<file path="src/rtl/cpu_types_pkg.sv">
// Shared CPU types and constants: word type, PC step, and the
// saturating-counter encodings used by the branch predictor.
package cpu_types_pkg;

    typedef logic [31:0] word_t;

    // Sequential fetch step: one 32-bit instruction.
    localparam word_t PC_STEP = 32'd4;

    // Two-bit saturating-counter encodings; the MSB is the taken prediction.
    typedef enum logic [1:0] {
        CTR_STRONG_NT = 2'b00,
        CTR_WEAK_NT   = 2'b01,
        CTR_WEAK_T    = 2'b10,
        CTR_STRONG_T  = 2'b11
    } ctr2_e;

    // Weakly-taken value for a counter of the given width (MSB set, rest clear).
    function automatic int unsigned ctr_weak_taken(input int unsigned bits);
        return 32'd1 << (bits - 32'd1);
    endfunction

endpackage

</file>
<file path="src/rtl/branch_predictor_if.sv">
// Lookup/update bundle between the fetch/resolve pipeline (master)
// and the branch predictor (slave).
interface branch_predictor_if;
    import cpu_types_pkg::*;

    word_t lookup_pc;
    logic  pred_hit;
    logic  pred_taken;
    word_t pred_npc;
    logic  upd_valid;
    word_t upd_pc;
    logic  upd_taken;
    word_t upd_target;
    logic  upd_jump;
    logic  upd_mispredict;

    modport master (
        output lookup_pc, upd_valid, upd_pc, upd_taken, upd_target,
               upd_jump, upd_mispredict,
        input  pred_hit, pred_taken, pred_npc
    );

    modport slave (
        input  lookup_pc, upd_valid, upd_pc, upd_taken, upd_target,
               upd_jump, upd_mispredict,
        output pred_hit, pred_taken, pred_npc
    );
endinterface

</file>
<file path="src/rtl/branch_predictor_sat_counter.sv">
// Next-state logic for one saturating counter: load has priority,
// then increment/decrement clamped at all-ones and zero.
module sat_counter #(
    parameter int WIDTH = 2
) (
    input  logic [WIDTH-1:0] cur,
    input  logic             inc,
    input  logic             dec,
    input  logic             load,
    input  logic [WIDTH-1:0] load_val,
    output logic [WIDTH-1:0] nxt
);
    localparam logic [WIDTH-1:0] CTR_MAX  = {WIDTH{1'b1}};
    localparam logic [WIDTH-1:0] CTR_ZERO = {WIDTH{1'b0}};
    localparam logic [WIDTH-1:0] CTR_ONE  = WIDTH'(32'd1);

    // Select load, clamped step, or hold.
    always_comb begin
        nxt = cur;
        if (load) begin
            nxt = load_val;
        end else if (inc && (cur != CTR_MAX)) begin
            nxt = cur + CTR_ONE;
        end else if (dec && (cur != CTR_ZERO)) begin
            nxt = cur - CTR_ONE;
        end else begin
            nxt = cur;
        end
    end
endmodule

</file>
<file path="src/rtl/branch_predictor.sv">
// Direct-mapped branch target buffer with per-entry saturating counters.
// Lookup is combinational and sees pre-update contents; updates and
// flushes land on the rising CLK edge.
// Optional feature: define BP_STATS_EN to build the lookup/mispredict
// statistics counters; otherwise both stat outputs are tied to zero.
module branch_predictor
    import cpu_types_pkg::*;
#(
    parameter int ENTRIES  = 16,
    parameter int CTR_BITS = 2
) (
    input  logic                CLK,
    input  logic                nRST,
    input  logic                en,
    input  logic                flush_all,
    branch_predictor_if.slave   bp,
    output word_t               stat_lookups,
    output word_t               stat_mispredicts
);
    localparam int IDX   = $clog2(ENTRIES);
    localparam int TAG_W = 30 - IDX;

    localparam logic [CTR_BITS-1:0] CTR_MAX = {CTR_BITS{1'b1}};
    localparam logic [CTR_BITS-1:0] CTR_WT  = CTR_BITS'(ctr_weak_taken(CTR_BITS));
    localparam logic [CTR_BITS-1:0] CTR_WNT = CTR_BITS'(ctr_weak_taken(CTR_BITS) - 32'd1);

    logic                valid_r [ENTRIES];
    logic [TAG_W-1:0]    tag_r   [ENTRIES];
    word_t               tgt_r   [ENTRIES];
    logic [CTR_BITS-1:0] ctr_r   [ENTRIES];

    logic [IDX-1:0]      lk_idx_s;
    logic [TAG_W-1:0]    lk_tag_s;
    logic [IDX-1:0]      up_idx_s;
    logic [TAG_W-1:0]    up_tag_s;
    logic                up_hit_s;
    logic                wr_s;
    logic                ctr_load_s;
    logic [CTR_BITS-1:0] ctr_load_val_s;
    logic [CTR_BITS-1:0] ctr_nxt_s;
    logic                unused_s;

    assign lk_idx_s = bp.lookup_pc[IDX+1:2];
    assign lk_tag_s = bp.lookup_pc[31:IDX+2];
    assign up_idx_s = bp.upd_pc[IDX+1:2];
    assign up_tag_s = bp.upd_pc[31:IDX+2];
    assign unused_s = ^{bp.lookup_pc[1:0], bp.upd_pc[1:0], bp.upd_mispredict};

    // Combinational lookup: hit, direction and next PC (wraps mod 2^32).
    always_comb begin
        bp.pred_hit   = valid_r[lk_idx_s] && (tag_r[lk_idx_s] == lk_tag_s);
        bp.pred_taken = bp.pred_hit && ctr_r[lk_idx_s][CTR_BITS-1];
        if (bp.pred_taken) begin
            bp.pred_npc = tgt_r[lk_idx_s];
        end else begin
            bp.pred_npc = bp.lookup_pc + PC_STEP;
        end
    end

    // Update decode: write on a tag hit or on a taken miss (allocation);
    // jumps and allocations load the counter instead of stepping it.
    always_comb begin
        up_hit_s       = valid_r[up_idx_s] && (tag_r[up_idx_s] == up_tag_s);
        wr_s           = en && bp.upd_valid && !flush_all && (up_hit_s || bp.upd_taken);
        ctr_load_s     = !up_hit_s || bp.upd_jump;
        if (bp.upd_jump) begin
            ctr_load_val_s = CTR_MAX;
        end else begin
            ctr_load_val_s = CTR_WT;
        end
    end

    sat_counter #(.WIDTH(CTR_BITS)) u_sat_counter (
        .cur      (ctr_r[up_idx_s]),
        .inc      (bp.upd_taken),
        .dec      (!bp.upd_taken),
        .load     (ctr_load_s),
        .load_val (ctr_load_val_s),
        .nxt      (ctr_nxt_s)
    );

    // Table state: reset, whole-table invalidate, or single-entry write.
    always_ff @(posedge CLK or negedge nRST) begin
        if (!nRST) begin
            for (int i = 0; i < ENTRIES; i++) begin
                valid_r[i] <= 1'b0;
                tag_r[i]   <= '0;
                tgt_r[i]   <= 32'd0;
                ctr_r[i]   <= CTR_WNT;
            end
        end else if (flush_all) begin
            for (int i = 0; i < ENTRIES; i++) begin
                valid_r[i] <= 1'b0;
            end
        end else if (wr_s) begin
            valid_r[up_idx_s] <= 1'b1;
            tag_r[up_idx_s]   <= up_tag_s;
            tgt_r[up_idx_s]   <= bp.upd_target;
            ctr_r[up_idx_s]   <= ctr_nxt_s;
        end
    end

`ifdef BP_STATS_EN
    word_t stat_lookups_r;
    word_t stat_mispredicts_r;

    // Saturating statistics; unaffected by flush_all.
    always_ff @(posedge CLK or negedge nRST) begin
        if (!nRST) begin
            stat_lookups_r     <= 32'd0;
            stat_mispredicts_r <= 32'd0;
        end else begin
            if (en && (stat_lookups_r != 32'hFFFF_FFFF)) begin
                stat_lookups_r <= stat_lookups_r + 32'd1;
            end
            if (en && bp.upd_valid && bp.upd_mispredict &&
                (stat_mispredicts_r != 32'hFFFF_FFFF)) begin
                stat_mispredicts_r <= stat_mispredicts_r + 32'd1;
            end
        end
    end

    assign stat_lookups     = stat_lookups_r;
    assign stat_mispredicts = stat_mispredicts_r;
`else
    assign stat_lookups     = 32'd0;
    assign stat_mispredicts = 32'd0;
`endif

endmodule

</file>
<file path="src/flat_wrapper.sv">
// flat-port wrapper written by rule: the top's interface ports become plain ports
module branch_predictor_flat import cpu_types_pkg::*;
#(
    parameter int ENTRIES  = 16,
    parameter int CTR_BITS = 2
)
  (CLK, nRST, en, flush_all, stat_lookups, stat_mispredicts, bp_lookup_pc, bp_upd_valid, bp_upd_pc, bp_upd_taken, bp_upd_target, bp_upd_jump, bp_upd_mispredict, bp_pred_hit, bp_pred_taken, bp_pred_npc);
  branch_predictor_if bp_i ();
  input  logic CLK;
  input  logic nRST;
  input  logic en;
  input  logic flush_all;
  output word_t stat_lookups;
  output word_t stat_mispredicts;
  input wire logic [$bits(bp_i.lookup_pc)-1:0] bp_lookup_pc;
  input wire logic [$bits(bp_i.upd_valid)-1:0] bp_upd_valid;
  input wire logic [$bits(bp_i.upd_pc)-1:0] bp_upd_pc;
  input wire logic [$bits(bp_i.upd_taken)-1:0] bp_upd_taken;
  input wire logic [$bits(bp_i.upd_target)-1:0] bp_upd_target;
  input wire logic [$bits(bp_i.upd_jump)-1:0] bp_upd_jump;
  input wire logic [$bits(bp_i.upd_mispredict)-1:0] bp_upd_mispredict;
  output wire logic [$bits(bp_i.pred_hit)-1:0] bp_pred_hit;
  output wire logic [$bits(bp_i.pred_taken)-1:0] bp_pred_taken;
  output wire logic [$bits(bp_i.pred_npc)-1:0] bp_pred_npc;
  assign bp_i.lookup_pc = bp_lookup_pc;
  assign bp_i.upd_valid = bp_upd_valid;
  assign bp_i.upd_pc = bp_upd_pc;
  assign bp_i.upd_taken = bp_upd_taken;
  assign bp_i.upd_target = bp_upd_target;
  assign bp_i.upd_jump = bp_upd_jump;
  assign bp_i.upd_mispredict = bp_upd_mispredict;
  assign bp_pred_hit = bp_i.pred_hit;
  assign bp_pred_taken = bp_i.pred_taken;
  assign bp_pred_npc = bp_i.pred_npc;
  branch_predictor #(.ENTRIES(ENTRIES), .CTR_BITS(CTR_BITS)) u_core (.CLK(CLK), .nRST(nRST), .en(en), .flush_all(flush_all), .bp(bp_i), .stat_lookups(stat_lookups), .stat_mispredicts(stat_mispredicts));
endmodule
</file>
<file path="config.mk">
export PLATFORM = sky130hd
export DESIGN_NAME = branch_predictor_flat
export DESIGN_NICKNAME = d
export VERILOG_FILES = /design/src/rtl/cpu_types_pkg.sv /design/src/rtl/branch_predictor_if.sv /design/src/rtl/branch_predictor_sat_counter.sv /design/src/rtl/branch_predictor.sv /design/src/flat_wrapper.sv
export SDC_FILE = /design/constraint.sdc
export NUM_CORES = 2
export LEC_CHECK = 0
export CAP_MARGIN = 0
export CORE_ASPECT_RATIO = 0.8
export CORE_MARGIN = 1
export CORE_UTILIZATION = 30
export DETAILED_ROUTE_END_ITERATION = 10
export SYNTH_ARGS = -nofsm -noshare
export SYNTH_HDL_FRONTEND = slang
export SYNTH_SLANG_ARGS = --single-unit
</file>
<file path="constraint.sdc">
create_clock -name CLK -period 6.05 [get_ports CLK]
set_input_delay 1.21 -clock CLK [delete_from_list [all_inputs] [get_ports CLK]]
set_output_delay 1.21 -clock CLK [all_outputs]
set_load 0.05 [all_outputs]
</file>
[After elaboration in Yosys (flattened, before gate mapping)]
Index checks and enable logic that the tools add are counted.
Storage, ports and cells
  flip-flop bits (word level): 976
  bits of input ports: 104
  output and inout bits: 98
Operators by class
  add/sub/neg operators: 3
  order comparisons: 3
  equality and inequality tests: 3
  multiplexer cells: 39
  bitwise operators: 4
  reduce and logical (&&, ||, !) cells: 17
Operators with widths (count)
  bitwise mux 512 bit: 1
  bitwise mux 416 bit: 1
  binary-select mux 26 bit (select 4 bit): 2
  2-to-1 mux 26 bit: 5
  binary-select mux 32 bit (select 4 bit): 1
  demux 32 bit (select 4 bit): 1
  2-to-1 mux 32 bit: 4
  demux 26 bit (select 4 bit): 1
  equality test 26 bit: 2
  adder 32 x 3 -> 32 bit, second input constant: 1
  bitwise mux 32 bit: 1
  2-to-1 mux 16 bit: 2
  binary-select mux 2 bit (select 4 bit): 2
  2-to-1 mux 2 bit: 8
  bitwise OR 16 bit: 1
  >= comparator 5 bit, second input constant: 2
  inverter 4 -> 5 bit: 2
  logical AND 1 bit: 9
  binary-select mux 1 bit (select 4 bit): 2
  demux 2 bit (select 4 bit): 1
  2-to-1 mux 1 bit: 6
  less-than comparator 5 x 1 -> 1 bit, second input constant: 1
  demux 1 bit (select 4 bit): 1
  nonzero test 2 bit: 2
  other kinds (7): 10

[Longest topological paths before layout]
  depth after elaboration: 10
  mapped depth: 17

[Cells and area by module]
A second synthesis with hierarchy kept.
Second synthesis, totals
  cell total of the unflattened synthesis: 3269
  area, all modules: 50116.8 µm²
Modules (own cells, without submodules)
  branch_predictor: times used 1, cells an instance 3255, area an instance 49996.7 µm², sequential area each 24443.4 µm²
  sat_counter: times used 1, cells an instance 14, area an instance 120.1 µm², sequential area each 0.0 µm²

[Worst setup path after synthesis]
Ideal clock, no wire load.
  path kind: input to output
  from: input port bp_lookup_pc[2]
  to: output port bp_pred_npc[2]
  arrival time: 5.974 ns
  data required time: 4.840 ns
  slack: -1.134 ns
  cell stages on the path: 14
  buffers on the path: 6
  path through: buf_2 -> buf_2 -> buf_2 -> mux4_2 -> a211oi_1 -> a21oi_1 -> xor2_1 -> nor4_1 -> and4_1 -> clkbuf_1 -> and2_1 -> clkbuf_1 -> clkbuf_1 -> mux2i_1
On the way
  word-level cells in the longest chain between the ends: 8
RTL lines
  from (decl): RTL line flat_wrapper.sv:15  | input wire logic [$bits(bp_i.lookup_pc)-1:0] bp_lookup_pc;
  inverter 4 -> 5 bit (not written as such) *: RTL line branch_predictor.sv:51  | bp.pred_hit = valid_r[lk_idx_s] && (tag_r[lk_idx_s] == lk_tag_s);
  binary-select mux 26 bit (select 4 bit): RTL line branch_predictor.sv:51
  2-to-1 mux 26 bit (not written as such) (2 in a row): RTL line branch_predictor.sv:51
  equality test 26 bit: RTL line branch_predictor.sv:51
  logical AND 1 bit *: RTL line branch_predictor.sv:51
  via bp_pred_hit: RTL line flat_wrapper.sv:22  | output wire logic [$bits(bp_i.pred_hit)-1:0] bp_pred_hit;
  logical AND 1 bit *: RTL line branch_predictor.sv:52  | bp.pred_taken = bp.pred_hit && ctr_r[lk_idx_s][CTR_BITS-1];
  via bp_pred_taken: RTL line flat_wrapper.sv:23  | output wire logic [$bits(bp_i.pred_taken)-1:0] bp_pred_taken;
  2-to-1 mux 32 bit *: RTL line branch_predictor.sv:53  | if (bp.pred_taken) begin
  to (decl): RTL line flat_wrapper.sv:24  | output wire logic [$bits(bp_i.pred_npc)-1:0] bp_pred_npc;
Mark *: on every way through the listed nets, which the timed path passes. The rest lies on a longest branch. The select of a mux whose other input is x is not followed.

[Worst setup path in the final report]
  from: input port bp_lookup_pc[2]
  to: output port bp_pred_npc[21]
On the way
  word-level cells in the longest chain between the ends: 8
RTL lines (RTL line)
  inverter 4 -> 5 bit (not written as such): branch_predictor.sv:51, branch_predictor.sv:52, branch_predictor.sv:54
  binary-select mux 26 bit (select 4 bit): branch_predictor.sv:51
  2-to-1 mux 26 bit (not written as such) (2 in a row): branch_predictor.sv:51
  equality test 26 bit: branch_predictor.sv:51
  logical AND 1 bit: branch_predictor.sv:51
  logical AND 1 bit: branch_predictor.sv:52
  2-to-1 mux 32 bit *: branch_predictor.sv:53
Every way passes the cells marked *; elsewhere a longest branch is shown, timed or not. The select of a mux whose other input is x is not followed.

==> run metrics <==
ys async rst share 100%; synthesized area per cell 15.1 sq um; number of port buffers 134; Power, Total 15900 uW; Post-Syn Instances 3313; worst reg2reg path endpoint u_core.tag_r[200]$_DFFE_PN0P_; Reg2Reg Depth 12; Vias 30900; Reg2Reg Setup Slack 1.52 ns; Critical Path Max Stage Delay 0.53 ns; worst path cell trace buf_8 -> buf_12 -> buf_12 -> mux4_2 -> mux2i_1 -> mux2i_1 -> xnor2_1 -> nand4_1 -> nor3_2 -> and4_1 -> and2_2 -> buf_12 -> mux2_2 -> buf_4; 1st-pass router iterations 6; fillcell total 15700; IO Pins 202; Finished Core Util 35.9%; # hold bufs at CTS 0; area post-placement 0.0560 sq mm; CTS root buffer clkbuf_16; DR WL/cell 25.9 um; Nets 3617; critical path launch point type input port; worst r2r src u_core.tag_r[18]$_DFFE_PN0P_; Worst Skew 0.0470 ns; first-pass GRT wire length 226 mm; CP dominant cell by count buf_12; Final Max Tran Viols 0; Power Density 268 mW/mm^2; status complete, no violations; vias in the first global route 31600; Die Y 368 um; CTS Sinks 976; worst slew pin tran 1.04 ns; Core ar. 0.165 sq mm; slowest library cell on the worst path mux4_2; initial core utilization 30.4%; total CTS buffers 97; Post-CTS Setup Inserts 0; die area 0.169 sq mm; fin area 0.0593 sq mm; row count 133; vias per cell 5.30; Worst slew margin 30.5%; CP startpoint bp_lookup_pc[2]; Worst EP required 4.84 ns; initial DRC count 2497; Final Hold Slack 0.479 ns; Yosys warnings 0; Area Growth Syn to Fin 18.2%; RePlAce Congestion 0.886; DRT antenna net count 0; leak pwr 0.0267 uW; share of layout cells above drive strength 1 48.3%; fin crit period 5.86 ns; Hold Crit Class flip-flop to flip-flop; number of H-tree levels 3; Final setup viols 0; Max Fanout on Critical Path 21; Mapped Area 0.0502 sq mm; total global routing track utilization 18.0%; critical setup path kind input port to output pin; Yosys cell types 71; CTS tree yes; setup TNS 0 ns; CP endpoint bp_pred_npc[21]; Die Width 459 um; Post-synth EDFFs 0; RSZ-0062 raised after global routing false; final hold violations 0; f_max 0.171 GHz; largest cells by area after synthesis dfrtp_1 (48%), mux2_2 (19%), mux4_2 (16%); Detailed Route WL 151 mm; period utilization 96.9%; Synth area leader dfrtp_1; VDD IR max 0.000209 V; HPWL Detailed 103 mm; largest net degree at the start of global routing 136; Clk Latency, worst-skew pair 0.72 ns; clk slew on worst S/H paths 0.06 ns; CP arrival 4.65 ns; Synth top area share 47.9%; count of max-cap constraint violations 0; DRC 0; #FFs+latches synth 976; Overflow after GRT 0; Crit. End Element output pin; initial antenna violation count 20; clk buf depth 3; Top FF cell, synth dfrtp_1; Seq/Total Area, Yosys 48.7%
-- final cells by class --
class / instances / area, sq um / area share (%)
Antenna cell: 7 / 17.5 / 0.0296
Clock buffer: 149 / 2910 / 4.90
Clock inverter: 26 / 313 / 0.528
Inverter: 20 / 75.1 / 0.127
Multi-Input combinational cell: 2010 / 24100 / 40.7
Sequential cell: 976 / 24400 / 41.2
Tap cell: 2227 / 2790 / 4.70
Timing Repair Buffer: 405 / 4600 / 7.77
-- state kept, by name, summed over array words and instances (netlist names) --
| name | cells |
|---|---|
| u_core.ctr_r | 32 |
| u_core.tgt_r | 512 |
| u_core.valid_r | 16 |
| u_core.tag_r | 416 |
-- cells in the mapped netlist, drive strengths merged (7+ instances only) --
library cell    n
o21ai          20
clkbuf        110
mux2          978
xor2           12
o22ai          11
a2bb2oi        29
a21o           16
nand2b         10
nand4           7
inv            18
nor3           14
a22oi          23
dfrtp         960
a21oi          22
nor4           20
nand2          39
xnor2          57
buf           260
and3           20
dfstp          16
mux2i         123
and2            9
nor3b           7
nand3          33
a211oi         11
nor2b          16
mux4          362
nor2           41
-- stage by stage --
step,cells,setup slack [ns]
finish,5820,0.188
global route,5817,0.0521
CTS,5813,0.0838
detailed placement,5638,0.0912
global placement,5638,0.0708
floorplan,3376,0.00138
-- how the worst min path moves through the flow --
stage                                   from                       endpoint  slack [ns]  cells after the start
6_report        u_core.tgt_r[21]$_DFFE_PN0P_   u_core.tgt_r[21]$_DFFE_PN0P_        0.48                      1
5_1_grt         u_core.tgt_r[21]$_DFFE_PN0P_   u_core.tgt_r[21]$_DFFE_PN0P_        0.50                      1
4_1_cts         u_core.tgt_r[21]$_DFFE_PN0P_   u_core.tgt_r[21]$_DFFE_PN0P_        0.48                      1
3_5_place_dp    u_core.tgt_r[21]$_DFFE_PN0P_   u_core.tgt_r[21]$_DFFE_PN0P_        0.47                      1
3_3_place_gp   u_core.tgt_r[135]$_DFFE_PN0P_  u_core.tgt_r[135]$_DFFE_PN0P_        0.46                      1
2_1_floorplan   u_core.tgt_r[37]$_DFFE_PN0P_   u_core.tgt_r[37]$_DFFE_PN0P_        0.45                      1
-- report_power, final --
| part | switching (uW) | internal (uW) | leakage (uW) |
|---|---|---|---|
| sequential | 338 | 7080 | 0.0132 |
| combinational | 1120 | 1110 | 0.0118 |
| clock | 2680 | 3520 | 0.00159 |
| total | 4140 | 11700 | 0.0267 |
-- cells by family (layout without fill, tap and decap cells) --
| family | after synthesis | after routing | share of synthesized area [%] |
|---|---|---|---|
| AOI/OAI and AO/OA | 181 | 181 | 2.69 |
| adders and majority gates | 3 | 3 | 0.0749 |
| and+or+nand+nor | 230 | 230 | 2.62 |
| other | 1 | 71 | 0.00748 |
| buffers and inverters | 390 | 600 | 3.99 |
| DFF | 976 | 976 | 48.7 |
| muxes | 1463 | 1463 | 40.7 |
| xor gates and xnor gates | 69 | 69 | 1.21 |
-- cell usage in the layout, fill, tap and decap left out, types with 12 or more instances in the layout --
cell type / Yosys / layout
xnor2_1: 57 / 57
mux2_2: 856 / 856
buf_4: 75 / 204
a21o_1: 16 / 16
inv_1: 18 / 18
mux4_2: 362 / 362
and3_1: 20 / 20
clkbuf_1: 110 / 27
a21oi_1: 22 / 22
clkbuf_8: 0 / 24
conb_1: 1 / 64
a2bb2oi_1: 29 / 29
xor2_1: 12 / 12
nor2b_1: 16 / 16
nor3_1: 14 / 13
mux2i_1: 123 / 122
dfstp_2: 16 / 16
a22oi_1: 23 / 23
dfrtp_1: 960 / 960
nand3_1: 33 / 33
o21ai_0: 20 / 12
clkinv_2: 0 / 16
nor2_1: 41 / 39
mux2_1: 122 / 122
nand2_1: 39 / 39
clkdlybuf4s50_1: 0 / 91
clkbuf_16: 0 / 100
buf_12: 0 / 104
-- worst max-delay path, delay by kind of cell --
family        cells  cell delay [ns]
xor+xnor          1             0.25
buf+inv           5             1.00
mux               4             1.19
simple gates      4             0.94
-- metal layers --
metal / share of wire, % / vias to the layer above / GRT usage [%]
met5: 0.0080 / - / 0
met1: 46 / 16900 / 26.1
met2: 46 / 917 / 27.7
met3: 5.3 / 185 / 2.79
met4: 2.3 / 2 / 4.74
li1: - / 12900 / -
-- timing repair --
item | 4_1_cts | 5_1_grt
hold endpoints to repair | 0 | 0
setup endpoints to repair | 0 | 3
resized for setup | 0 | 1
Power figures use the tool's default switching activity.
